## src/rtl/mem_stage.sv

```systemverilog
// MEM stage: passes ALU results through and serialises loads/stores over a
// byte-wide, little-endian memory port, stalling the pipeline until done.
module mem_stage #(
  parameter int ADDR_WIDTH = 32
) (
  input  logic                  clk,
  input  logic                  rst,
  input  logic [4:0]            ex_wd,
  input  logic                  ex_wreg,
  input  logic [31:0]           ex_wdata,
  input  logic                  ex_mem_en,
  input  logic                  ex_mem_we,
  input  logic [2:0]            ex_funct3,
  input  logic [ADDR_WIDTH-1:0] ex_mem_addr,
  input  logic [31:0]           ex_store_data,
  output logic [4:0]            mem_wd,
  output logic                  mem_wreg,
  output logic [31:0]           mem_wdata,
  output logic                  stallreq,
  output logic                  ram_req,
  output logic                  ram_we,
  output logic [ADDR_WIDTH-1:0] ram_addr,
  output logic [7:0]            ram_wbyte,
  input  logic                  ram_ack,
  input  logic [7:0]            ram_rbyte
);

  typedef enum logic [1:0] {IDLE, BUSY, DONE} state_t;

  state_t      state, state_next;
  logic [1:0]  cnt, cnt_next;
  logic [31:0] load_buf, load_buf_next;
  logic [1:0]  last_idx;
  logic [31:0] load_ext;

  // Index of the final byte; the unused size codes fall back to a full word.
  always_comb begin
    case (ex_funct3[1:0])
      2'b00:   last_idx = 2'd0;
      2'b01:   last_idx = 2'd1;
      default: last_idx = 2'd3;
    endcase
  end

  always_comb begin
    case (ex_funct3)
      3'b000:  load_ext = {{24{load_buf[7]}}, load_buf[7:0]};
      3'b001:  load_ext = {{16{load_buf[15]}}, load_buf[15:0]};
      3'b100:  load_ext = {24'd0, load_buf[7:0]};
      3'b101:  load_ext = {16'd0, load_buf[15:0]};
      default: load_ext = load_buf;
    endcase
  end

  always_ff @(posedge clk or negedge rst) begin
    if (!rst) begin
      state    <= IDLE;
      cnt      <= 2'd0;
      load_buf <= 32'd0;
    end else begin
      state    <= state_next;
      cnt      <= cnt_next;
      load_buf <= load_buf_next;
    end
  end

  always_comb begin
    state_next    = state;
    cnt_next      = cnt;
    load_buf_next = load_buf;
    case (state)
      IDLE: begin
        if (ex_mem_en) begin
          state_next = BUSY;
          cnt_next   = 2'd0;
        end
      end
      BUSY: begin
        if (ram_ack) begin
          if (!ex_mem_we)
            load_buf_next[{cnt, 3'b000} +: 8] = ram_rbyte;
          if (cnt == last_idx)
            state_next = DONE;
          else
            cnt_next = cnt + 2'd1;
        end
      end
      DONE:    state_next = IDLE;
      default: state_next = IDLE;
    endcase
  end

  // Outputs are forced quiet during reset so an abandoned access drops at once.
  always_comb begin
    mem_wd    = ex_wd;
    mem_wreg  = ex_wreg;
    mem_wdata = ex_wdata;
    stallreq  = 1'b0;
    ram_req   = 1'b0;
    ram_we    = 1'b0;
    ram_addr  = '0;
    ram_wbyte = 8'd0;
    if (!rst) begin
      mem_wd    = 5'd0;
      mem_wreg  = 1'b0;
      mem_wdata = 32'd0;
    end else begin
      case (state)
        IDLE: begin
          if (ex_mem_en) begin
            stallreq = 1'b1;
            mem_wreg = 1'b0;
          end
        end
        BUSY: begin
          stallreq  = 1'b1;
          mem_wreg  = 1'b0;
          ram_req   = 1'b1;
          ram_we    = ex_mem_we;
          ram_addr  = ex_mem_addr + ADDR_WIDTH'(cnt);
          ram_wbyte = ex_store_data[{cnt, 3'b000} +: 8];
        end
        DONE: begin
          if (ex_mem_we)
            mem_wreg = 1'b0;
          else
            mem_wdata = load_ext;
        end
        default: ;
      endcase
    end
  end

endmodule

```

## config.mk

```make
export PLATFORM = sky130hd
export DESIGN_NAME = mem_stage
export DESIGN_NICKNAME = d
export VERILOG_FILES = /design/src/rtl/mem_stage.sv
export SDC_FILE = /design/constraint.sdc
export NUM_CORES = 1
export LEC_CHECK = 0
export BUFFER_PORTS_ARGS = -buffer_cell sky130_fd_sc_hd__buf_4
export CAP_MARGIN = 20
export CELL_PAD_IN_SITES_DETAIL_PLACEMENT = 2
export CELL_PAD_IN_SITES_GLOBAL_PLACEMENT = 2
export CORE_ASPECT_RATIO = 1.75
export CORE_MARGIN = 2
export CORE_UTILIZATION = 22
export DETAILED_ROUTE_END_ITERATION = 7
export PLACE_DENSITY = 0.88
export SYNTH_ARGS = -nofsm -noshare
export SYNTH_HDL_FRONTEND = slang
export SYNTH_SLANG_ARGS = --single-unit
```

## constraint.sdc

```tcl
create_clock -name clk -period 2.4 [get_ports clk]
set_input_delay 0 -clock clk [delete_from_list [all_inputs] [get_ports clk]]
set_output_delay 0 -clock clk [all_outputs]
set_load 0.1 [all_outputs]
```

Word level (Yosys, flattened, before mapping)
Index checks and enable logic that the tools add are counted.

Add/subtract/negate cells: 3. Multiply operators: 0. Div/mod/pow operators: 0. $lt $le $gt $ge: 0. Eq/ne operators: 11. Shifts and indexed selects: 3. Mux-type cells: 30. Bitwise operators: 1. Reduce and logical (&&, ||, !) cells: 7.

Operator list (count): 32-bit 2-to-1 mux (5); 32-bit case mux with 4 select lines (1); 32-bit by 2-bit adder with 32-bit output (1); 32-bit bitwise mux (1); 8-bit by 7-bit variable shift with 32-bit output (first input constant) (1); 32-bit by 6-bit variable part select with 8-bit output (1); 8-bit by 7-bit variable part select with 32-bit output (1); 8-bit 2-to-1 mux (2); 2-bit 2-to-1 mux (6); 2-bit case mux with 2 select lines (3); 1-bit 2-to-1 mux (9); 2-bit != test (second input constant) (4); 5-bit negation with 7-bit output (1); 3-bit equality test (second input constant) (2); 3-bit AND reduction (2); 5-bit 2-to-1 mux (1); 2-bit by 1-bit equality test with 1-bit output (second input constant) (2); 2-bit logical NOT (2); 4-bit AND reduction (1); 3-bit by 1-bit equality test with 1-bit output (second input constant) (1); 3-bit logical NOT (1); 1-bit case mux with 3 select lines (1); 2-bit by 1-bit adder with 2-bit output (second input constant) (1); 2-bit equality test (1); other kinds (4) (4).

Bits in registers: 36. Latch bits: 0. Memory bits (writable): 0. ROM bits: 0. Bits of input ports: 118. Output and inout bits: 81. Word-level logic and storage cells: 58. Memories: 0.

Depth between registers and ports, before layout
Depth in word-level cells: 6. Depth in mapped cells: 8. Depth with buffers taken out: 7.

Worst setup path before layout
OpenSTA, ideal clock, no wires.

Kind: reg2out. Start: reg state[0]. End: out mem_wdata[27]. Arrival: 3.377 ns. Data required time: 2.400 ns. Setup slack: -0.977 ns. Stages on the path, launching flop included: 7. Path buffers: 2. Cells stage by stage: dfrtp_1 > nor2_1 > and2_1 > clkbuf_1 > clkbuf_1 > nand3_1 > a21boi_0.

Word-level cells in the longest chain between the ends: 3.

Ends and longest elaborated chain: from (decl) (line 30) `state_t state, state_next;`; from (signal assigned) (line 61) `state <= state_next;`; 2-bit equality test (line 108) `case (state)`; 32-bit 2-to-1 mux (line 108); 32-bit 2-to-1 mux (line 103) `if (!rst) begin`; to (decl) (line 18) `output logic [31:0] mem_wdata,`.

No other way between the ends.

Final worst setup path
Start: reg cnt[0]. End: out ram_addr[30].

Word-level cells in the longest chain between the ends: 3.

Ends and longest elaborated chain: from (decl) (line 31) `logic [1:0] cnt, cnt_next;`; from (signal assigned) (line 62) `cnt <= cnt_next;`; 32-bit by 2-bit adder with 32-bit output (line 120) `ram_addr = ex_mem_addr + ADDR_WIDTH'(cnt);`; 32-bit 2-to-1 mux (line 108); 32-bit 2-to-1 mux (line 103); to (decl) (line 22) `output logic [ADDR_WIDTH-1:0] ram_addr,`.

No other way between the ends.

==> results by group <==
Synthesis
  – Post-Syn Area: 0.003367 mm2
  – Syn_nets: 584
  – Post-synth EDFFs: 0
  – Yosys reg bits: 36
  – Post-synth ARST share: 100.0%
  – Mapped Cells: 458
  – Sequential share of the synthesized area: 26.76%
  – Avg Cell Area, Syn: 7.351 um2
  – Top_reg_cell synth: dfrtp_1
  – Syn. warnings: 0
  – Post-synth cell types: 39

Worst setup path
  – Family with the most delay on the worst path: simple AND/OR/NAND/NOR gates
  – CP endpoint kind: output pin
  – Reg-to-reg startpoint: cnt[0]$_DFFE_PN0P_
  – Reg2Reg Depth: 7
  – Slowest cell on crit path: dfrtp_1
  – CP Data Required Time: 2400 ps
  – Worst Setup SP: cnt[0]$_DFFE_PN0P_
  – CP max FO: 5
  – Cell breakdown of the critical path: ha_4 > fa_2 > nand2_4 > nor4_4 > buf_6 > nand4_1 > xor2_2 > nor2_4 > buf_12
  – Critical Path Source Type: flop
  – WP depth: 9
  – CP peak stage delay: 400 ps
  – Worst EP arrival: 2370 ps
  – CP bufs+invs: 2
  – Class of the most critical setup path: flop to output pin

STA
  – Actual slew at the worst max-slew pin: 594.3 ps
  – Max Clk Rate: 0.4219 GHz
  – Fin crit share: 98.75%
  – Final Hold Fails: 0
  – WHS: 5.758 ps
  – Setup tns final: 0 ps
  – Setup Skew: 5.520 ps
  – Fin crit period: 2370 ps
  – Final Max Slew Viols: 0
  – Setup violations, final: 0
  – Unrepaired setup endpoints after global routing: true
  – Normalized max-slew margin: 60.17%

Floorplan
  – Rows: 59
  – Die W: 97.52 um
  – Initial core utilization: 22.58%
  – IO Pins: 199
  – Core ar.: 0.01491 mm2
  – Vert. Die Dim: 167.7 um
  – Die ar.: 0.01635 mm2

Global routing
  – Vias in the first global route: 4921
  – Gr usage total: 19.99%
  – Initial antenna violation count: 0
  – Largest net degree at the start of global routing: 34
  – First-pass GRT wire length: 26300 um
  – Gr ovfl total: 0

Placement
  – Sum of net half-perimeters after detailed placement: 13680 um
  – RePlAce Congestion: 0.8369
  – IO Port Bufs: 198

Hold path
  – Hold path cells: 3
  – Hold Startpoint: ram_rbyte[6]
  – Hold/Removal Path Class: input pin to flop

Clocking
  – Max H-tree Level: 2
  – CTS Buffer Depth: 2
  – CTS clock-pin slew for the worst setup and hold paths: 60 ps
  – Number of buffers created by CTS: 5
  – Clock Tree Root: clkbuf_16
  – Clk Latency, worst-skew pair: 280 ps
  – Clock sink count: 36
  – CTS tree: done

Job
  – Max Cap Violations: 0

Pwr
  – Seq pwr share: 18.4%
  – Sw power: 3.124 mW
  – Switching fraction of total power: 56.03%
  – Internal power: 2.452 mW
  – Comb pwr share: 68.2%
  – Pleak: 2.599 nW
  – PD cells: 967.2 mW/mm2
  – Clock power share: 13.4%
  – Power, Total: 5.577 mW
  – Worst IR Drop VDD: 0.3564 mV

Cells and area
  – Layout cells sized above 1: 47.43%
  – Final Net Count: 787
  – Fin util: 38.66%
  – Synthesis-to-layout area growth: 71.24%
  – Antenna fix cells: 0
  – Layout fillers: 1702

Status
  – Outcome: finished, final reports clean

Drt
  – First-pass DRT Iterations: 4
  – Initial DRC Count: 130
  – Antenna Nets Post-Route: 0
  – Via-to-Cell Ratio: 5.054
  – Drt wl/cell: 19.87 um
  – Final Routed Wirelength: 16790 um
  – Residual DRC count: 0
  – Via count: 4271
final cells by class:
type	instances	area [um2]	area share, %
Clock inverter	2	35.03	0.6076
Tap cell	183	229.0	3.971
Inverter	5	22.52	0.3906
Timing Repair Buffer	224	1778	30.84
Clock buffer	6	128.9	2.235
Sequential cell	36	900.9	15.62
Multi-Input combinational cell	389	2671	46.33
metrics by stage:
step	instance area, um2	cells	setup WS (ps)
6_report	5766	845	29.89
5_1_grt	5766	845	-69.51
4_1_cts	5605	840	0.1725
3_5_place_dp	5381	830	148.5
3_3_place_gp	5381	830	334.6
2_1_floorplan	3636	458	-290.0
metal layers:
layer | global-route usage, % | wire length, um | vias up
met1 | 19.39 | 5495 | 2120
met2 | 41.53 | 10040 | 145
met5 | 0 | 0 | -
met4 | 7.790 | 603 | 0
li1 | - | - | 1975
met3 | 2.129 | 651 | 31
final timing paths:
path	to	slack, ps
setup reg to reg	load_buf[6]$_DFFE_PN0P_	200
hold reg to reg	load_buf[24]$_DFFE_PN0P_	480
min in group asynchronous	load_buf[31]$_DFFE_PN0P_	170
hold / removal	load_buf[22]$_DFFE_PN0P_	6
max in group asynchronous	load_buf[16]$_DFFE_PN0P_	1430
setup / recovery	ram_addr[30]	30
synth_stat cells, drive strengths merged (6+ instances only):
master | number | share of area (%)
nand4 | 10 | 2.5
nand2 | 116 | 13
o21ai | 41 | 6.1
and2 | 7 | 1.3
mux4 | 8 | 5.4
nand3 | 32 | 4.8
and3 | 15 | 2.8
a21boi | 25 | 5.6
dfrtp | 36 | 27
ha | 7 | 2.6
nand2b | 16 | 3.0
nor2 | 36 | 4.0
xnor2 | 6 | 1.6
nor3b | 6 | 1.5
a21oi | 12 | 1.8
xor2 | 22 | 5.7
clkbuf | 25 | 2.8
power groups by stage:
stage          clock network (mW)  registers [mW]  logic [mW]
6_report                    0.748            1.02        3.80
5_1_grt                     0.783            1.06        4.03
4_1_cts                     0.756            1.02        3.73
3_5_place_dp                    0            1.03        3.67
3_3_place_gp                    0           0.997        3.53
2_1_floorplan                   0           0.976        2.69
worst min-delay path: cells and delay by family:
family	cells	cell delay (ps)
AO/OA/AOI/OAI	1	60
buffers and inverters	1	130
AND/OR/NAND/NOR	1	50
flip-flops by register name, indices dropped and copies added (netlist names):
signal and flops:
cnt 2, load_buf 32, state 2
layout by cell type (no fill, tap or decap), drive strengths merged:
| cell | count |
|---|---|
| or4 | 1 |
| nor3b | 6 |
| a21o | 2 |
| or3 | 2 |
| clkbuf | 6 |
| nor4 | 4 |
| nor3 | 3 |
| o21bai | 1 |
| nand2b | 16 |
| mux4 | 8 |
| dlygate4sd3 | 2 |
| xor2 | 22 |
| dfrtp | 36 |
| bufinv | 1 |
| a311oi | 1 |
| a21oi | 12 |
| ha | 7 |
| nor2 | 36 |
| xnor2 | 6 |
| o21ai | 41 |
| or2 | 2 |
| mux2i | 2 |
| and3 | 15 |
| nand4 | 10 |
| a21boi | 25 |
| fa | 1 |
| buf | 222 |
| inv | 4 |
| and2 | 7 |
| and4 | 4 |
| clkinvlp | 1 |
| o22ai | 2 |
| nand2 | 116 |
| nand3 | 32 |
| a31oi | 1 |
| clkinv | 1 |
| nand4b | 4 |
kinds of logic after synthesis:
group	Yosys count	share of synthesized area, %
xor+xnor	28	7.283
flops	36	26.76
simple gates	258	37.94
fa+ha+maj	8	3.196
compound gates	85	14.94
mux	10	5.946
buf+inv	33	3.939
timing repair:
action	4_1_cts	5_1_grt
cloned	0	1
setup endpoints to repair	10	24
pin swaps	0	9
hold endpoints to repair	21	0
resized for setup	10	26
hold buffers	2	0
setup buffers	0	4
No activity file was read; power rests on OpenSTA's default activity.
